**config.mk**
```make
export PLATFORM = sky130hd
export DESIGN_NAME = dtack_generator
export DESIGN_NICKNAME = d
export VERILOG_FILES = /design/src/rtl/glue_pkg.sv /design/src/rtl/glue_down_counter.sv /design/src/rtl/dtack_generator.sv
export SDC_FILE = /design/constraint.sdc
export NUM_CORES = 1
export LEC_CHECK = 0
export BUFFER_PORTS_ARGS = -buffer_cell sky130_fd_sc_hd__buf_4
export CAP_MARGIN = 15
export CELL_PAD_IN_SITES_DETAIL_PLACEMENT = 0
export CELL_PAD_IN_SITES_GLOBAL_PLACEMENT = 2
export CORE_MARGIN = 2
export CORE_UTILIZATION = 27
export DETAILED_ROUTE_END_ITERATION = 12
export PLACE_DENSITY_LB_ADDON = 0.1
export SLEW_MARGIN = 5
export SYNTH_ARGS = -nofsm -noshare
export SYNTH_HDL_FRONTEND = slang
export SYNTH_SLANG_ARGS = --single-unit
```
**constraint.sdc**
```tcl
create_clock -name clk -period 1.9 [get_ports clk]
set_clock_uncertainty 0.1 [all_clocks]
set_input_delay 0.38 -clock clk [delete_from_list [all_inputs] [get_ports clk]]
set_output_delay 0.38 -clock clk [all_outputs]
set_load 0.03 [all_outputs]
```
**src/rtl/glue_pkg.sv**
```systemverilog
// Shared definitions for the 68000 bus glue (DTACK/BERR generation).
//   state_t       : bus-cycle FSM encoding (IDLE=0, WAIT=1, ACK=2, BERR=3)
//   WAIT_W        : width of one per-region wait-state field
//   NUM_REGIONS   : number of chip-select regions
//   first_low_idx : lowest index of a low bit in an active-low select vector
package glue_pkg;

  localparam int WAIT_W      = 4;
  localparam int NUM_REGIONS = 8;

  typedef enum logic [1:0] {
    ST_IDLE = 2'd0,
    ST_WAIT = 2'd1,
    ST_ACK  = 2'd2,
    ST_BERR = 2'd3
  } state_t;

  // Priority encoder: scan from the top down so the lowest low bit wins.
  function automatic logic [2:0] first_low_idx(input logic [NUM_REGIONS-1:0] sel_n);
    logic [2:0] idx;
    idx = 3'd0;
    for (int k = NUM_REGIONS - 1; k >= 0; k--) begin
      if (!sel_n[k]) idx = 3'(k);
    end
    return idx;
  endfunction

endpackage

```
**src/rtl/glue_down_counter.sv**
```systemverilog
// Loadable down-counter used for the wait-state countdown.
//   clk      : clock, rising edge
//   rst      : synchronous active-high reset, clears the count
//   load     : load load_val (has priority over en)
//   load_val : value to load
//   en       : decrement by one; holds at zero
//   count    : current count
//   zero     : count == 0
module glue_down_counter
  import glue_pkg::*;
(
  input  logic              clk,
  input  logic              rst,
  input  logic              load,
  input  logic [WAIT_W-1:0] load_val,
  input  logic              en,
  output logic [WAIT_W-1:0] count,
  output logic              zero
);

  always_ff @(posedge clk) begin
    if (rst)                count <= '0;
    else if (load)          count <= load_val;
    else if (en && !zero)   count <= count - 1'b1;
  end

  assign zero = (count == '0);

endmodule

```
**src/rtl/dtack_generator.sv**
```systemverilog
// DTACK/BERR generator for a 68000 bus with eight decoded chip-select regions.
// Each region has its own wait-state count; the acknowledge is a registered
// active-low strobe held until the CPU releases AS.
//
// Optional feature (macro DTACK_GENERATOR_WATCHDOG_EN): a bus watchdog that
// raises BERR when a strobe stays unacknowledged for TIMEOUT_CYCLES clocks.
// Without it berr_n is tied high and unselected cycles hang.
//
// Parameters:
//   WAIT_STATES    : packed 8x4-bit wait counts, bits [4k+3:4k] for cs_n[k]
//   TIMEOUT_CYCLES : watchdog limit in clk cycles (2..255)
// Ports:
//   clk     : system clock, rising edge
//   rst     : synchronous active-high reset
//   as_n    : address strobe, active low, synchronous to clk
//   cs_n    : active-low one-hot chip selects
//   dtack_n : registered data-transfer acknowledge, active low
//   berr_n  : registered bus error, active low
//   region  : region being served (valid while busy)
//   busy    : FSM not in IDLE
module dtack_generator
  import glue_pkg::*;
#(
  parameter logic [31:0] WAIT_STATES    = 32'h0000_0000,
  parameter int          TIMEOUT_CYCLES = 64
) (
  input  logic       clk,
  input  logic       rst,
  input  logic       as_n,
  input  logic [7:0] cs_n,
  output logic       dtack_n,
  output logic       berr_n,
  output logic [2:0] region,
  output logic       busy
);

  if (TIMEOUT_CYCLES < 2 || TIMEOUT_CYCLES > 255) begin : g_bad_timeout
    $error("dtack_generator: TIMEOUT_CYCLES out of range 2..255");
  end

  state_t            state, state_next;
  logic [2:0]        region_q;
  logic [2:0]        sel_idx;
  logic              sel_any;
  logic              start;
  logic [WAIT_W-1:0] load_val;
  logic [WAIT_W-1:0] cnt;
  logic              cnt_zero;
  logic              wait_last;

  assign sel_idx  = first_low_idx(cs_n);
  assign sel_any  = (cs_n != 8'hFF);
  assign start    = (state == ST_IDLE) && !as_n && sel_any;
  assign load_val = WAIT_STATES[sel_idx*WAIT_W +: WAIT_W];

  // The counter holds N at the edge after the latch; ACK must be entered on
  // the edge where it steps 1->0 so dtack_n lands exactly N+1 edges later.
  assign wait_last = (cnt == WAIT_W'(1)) || cnt_zero;

  glue_down_counter u_wait_cnt (
    .clk      (clk),
    .rst      (rst),
    .load     (start),
    .load_val (load_val),
    .en       (state == ST_WAIT),
    .count    (cnt),
    .zero     (cnt_zero)
  );

`ifdef DTACK_GENERATOR_WATCHDOG_EN
  localparam logic [7:0] WD_LIMIT = 8'(TIMEOUT_CYCLES);

  logic [7:0] wd_cnt;
  logic       wd_fire;

  // Counts strobe-low cycles with no acknowledge; saturates at the limit so
  // it cannot wrap while the FSM is on its way into BERR.
  always_ff @(posedge clk) begin
    if (rst || as_n)
      wd_cnt <= '0;
    else if (dtack_n && state != ST_BERR && wd_cnt != WD_LIMIT)
      wd_cnt <= wd_cnt + 8'd1;
  end

  assign wd_fire = !as_n && (wd_cnt == WD_LIMIT);
`endif

  always_ff @(posedge clk) begin
    if (rst) state <= ST_IDLE;
    else     state <= state_next;
  end

  always_comb begin
    state_next = state;
    case (state)
      ST_IDLE: if (start) state_next = (load_val == '0) ? ST_ACK : ST_WAIT;
      ST_WAIT: begin
        if (as_n)           state_next = ST_IDLE;
        else if (wait_last) state_next = ST_ACK;
      end
      ST_ACK:  if (as_n) state_next = ST_IDLE;
      ST_BERR: if (as_n) state_next = ST_IDLE;
      default: state_next = ST_IDLE;
    endcase
`ifdef DTACK_GENERATOR_WATCHDOG_EN
    // Watchdog pre-empts a pending or stalled cycle, never an acknowledge.
    if (wd_fire && (state == ST_IDLE || state == ST_WAIT))
      state_next = ST_BERR;
`endif
  end

  // Strobes go low one edge after the state is entered and release on the
  // same edge the FSM leaves, so they can never overlap.
  always_ff @(posedge clk) begin
    if (rst) begin
      dtack_n  <= 1'b1;
      region_q <= '0;
    end else begin
      dtack_n <= !(state == ST_ACK && state_next == ST_ACK);
      if (start) region_q <= sel_idx;
    end
  end

`ifdef DTACK_GENERATOR_WATCHDOG_EN
  always_ff @(posedge clk) begin
    if (rst) berr_n <= 1'b1;
    else     berr_n <= !(state == ST_BERR && state_next == ST_BERR);
  end
`else
  assign berr_n = 1'b1;
`endif

  assign region = region_q;
  assign busy   = (state != ST_IDLE);

endmodule

```
==> flow_metrics.py <==
metrics = {
    "finish": {
        "final_cell_mix": "buf_4, dfxtp_1, inv_1, nor2_1",
        "drive_above_1_share_pct": 33.3,
        "finalInstanceArea_um2": 716,
        "nFillCells": 220,
        "final_nets": 95,
        "post-route-util_pct": 37.2,
        "layout_commonest_cell": "buf_4",
        "antenna_cells": 0,
        "syn_to_final_growth_pct": 32.4,
    },
    "synth": {
        "yosysWarnings": 0,
        "post_synth_instance_area_um2": 541,
        "synthArstFlopShare_pct": 0,
        "syn_inst": 63,
        "yosysSeqAreaShare_pct": 37.0,
        "synth-seq-cells": 10,
        "ys.flop_type": "dfxtp_1",
        "syn_nets": 76,
        "synth_edf_count": 0,
        "synth_area_per_cell_um2": 8.58,
        "ys_types": 28,
    },
    "hold_path": {
        "hp-start": "rst",
        "holdCritPathClass": "in2reg",
    },
    "setup_path": {
        "criticalPathCategory": "reg2out",
        "end_kind": "output port",
        "crit_required_ps": 1420,
        "cp_data_arrival_time_ps": 1030,
        "cp_max_fo": 5,
        "worst_setup_path_start_kind": "register",
        "r2r_start": "u_wait_cnt.count[0]",
        "cp-startpoint": "state[1]",
    },
    "placed_design": {
        "placed_area_um2": 679,
        "dpl.hpwl_um": 978,
        "portBuffers": 15,
        "gp_congestion": 0.730,
    },
    "cts": {
        "path_clk_slew_ps": 70,
        "clock_latency_ps": 270,
        "ctsHoldBuffers": 0,
        "cts_made_buffers": 3,
        "cts_tree": "done",
        "post_cts_buffers": 0,
        "clock_path_buffers": 2,
        "cts_num_sinks": 10,
        "clock-root-buffer": "clkbuf_4",
        "htree_levels": 1,
        "cts_resized": 0,
    },
    "route": {
        "drt_wl_total_um": 1160,
        "avgRoutedWirePerCell_um": 10.8,
        "avgViaCountPerCell": 4.46,
        "ant_nets": 0,
        "route.detailed.drc": 0,
        "dr_total_vias": 482,
        "drt_iter0_markers": 0,
        "drt_pass1_iterations": 1,
    },
    "timing": {
        "finalSetupViolCount": 0,
        "rsz0062_at_grt": "false",
        "slew_violations": 0,
        "fin_tns_setup_ps": 0,
        "max_freq_mhz": 664,
        "finalCritPeriodShare_pct": 79.3,
        "period_needed_ps": 1510,
        "final_hold_viol_count": 0,
    },
    "power": {
        "vdd_drop_max_v": 0.000315,
        "power.density_nw_per_um2": 660,
        "p_leak_nw": 0.304,
    },
    "floorplan": {
        "die_area_um2": 2380,
        "rows": 16,
        "ios": 17,
        "core_area_um2": 1920,
        "start_util_pct": 28.1,
        "fp.dieW_um": 48.7,
        "die_y_um": 48.7,
    },
    "grt": {
        "grt.overflow.total": 0,
        "antenna_found_initial": 0,
        "track_usage_pct": 10.9,
        "grt_pass1_wl_um": 1990,
        "grt_pass1_vias": 479,
        "grt_max_degree": 8,
    },
    "job": {
        "maxCapViolations": 0,
    },
    "run_status": {
        "status": "finished, final reports clean",
    },
}
[kinds of logic after synthesis]
group	share of synthesized area (%)
buffers and inverters	8.33
other	0.694
adders and majority gates	4.63
and+or+nand+nor	21.5
muxes	3.70
xor gates and xnor gates	1.62
AOI/OAI and AO/OA	22.5
DFF	37.0
[critical path: stages (launching register included)]
cell and delay [ps]:
dfxtp_1 350, nor2_2 180, inv_2 70, buf_4 170
[final timing paths]
check / to / slack (ps) / cells past startpoint
setup / recovery: busy / 390 / 3
hold / removal: dtack_n / 290 / 3
setup reg to reg: state[1] / 470 / 5
hold reg to reg: dtack_n / 370 / 1
[Yosys cell counts, drive strengths merged, types with 2 or more instances]
| master | n | area [um^2] |
|---|---|---|
| dfxtp | 10 | 200 |
| a31oi | 2 | 12.5 |
| a21oi | 2 | 13.8 |
| nand3 | 2 | 10.0 |
| nand2 | 2 | 7.51 |
| mux2i | 2 | 20.0 |
| o22ai | 2 | 12.5 |
| nand4 | 3 | 18.8 |
| inv | 10 | 37.5 |
| o21ai | 3 | 15.0 |
| nor2 | 10 | 42.5 |
| ha | 2 | 25.0 |
[per-stage QoR]
stage / hold slack [ps] / instances / setup slack (ps) / power [mW]
floorplan: 328 / 63 / 594 / 0.254
global placement: 351 / 104 / 359 / 0.285
detailed placement: 351 / 104 / 362 / 0.285
CTS: 288 / 108 / 381 / 0.478
global route: 297 / 108 / 312 / 0.495
finish: 289 / 108 / 393 / 0.472
[flip-flops by register name (all words and copies together) (netlist names)]
name              count
u_wait_cnt.count      4
state                 2
region                3
dtack_n               1
[per-layer routing]
| layer | GRT usage, % | vias up | routed length [um] |
|---|---|---|---|
| li1 | - | 254 | - |
| met2 | 18.9 | 14 | 599 |
| met4 | 2.86 | 0 | 0 |
| met5 | 0 | - | 0 |
| met3 | 4.63 | 0 | 66 |
| met1 | 12.2 | 214 | 494 |
[layout make-up]
type / count / area [um^2] / share of cell area, %
sequential: 10 / 200 / 28.0
timing repair buffer: 15 / 113 / 15.7
tap: 27 / 33.8 / 4.72
clock buffer: 4 / 36.3 / 5.07
multi-input combinational: 42 / 295 / 41.3
inverter: 10 / 37.5 / 5.24
[power breakdown]
group	internal, mW	leakage [nW]	total [mW]	switching (mW)
Combinational	0.0282	0.202	0.0633	0.0351
Sequential	0.213	0.0811	0.216	0.00276
Clock	0.116	0.0210	0.193	0.0765
Total	0.358	0.304	0.472	0.114
Power figures use the tool's default switching activity.
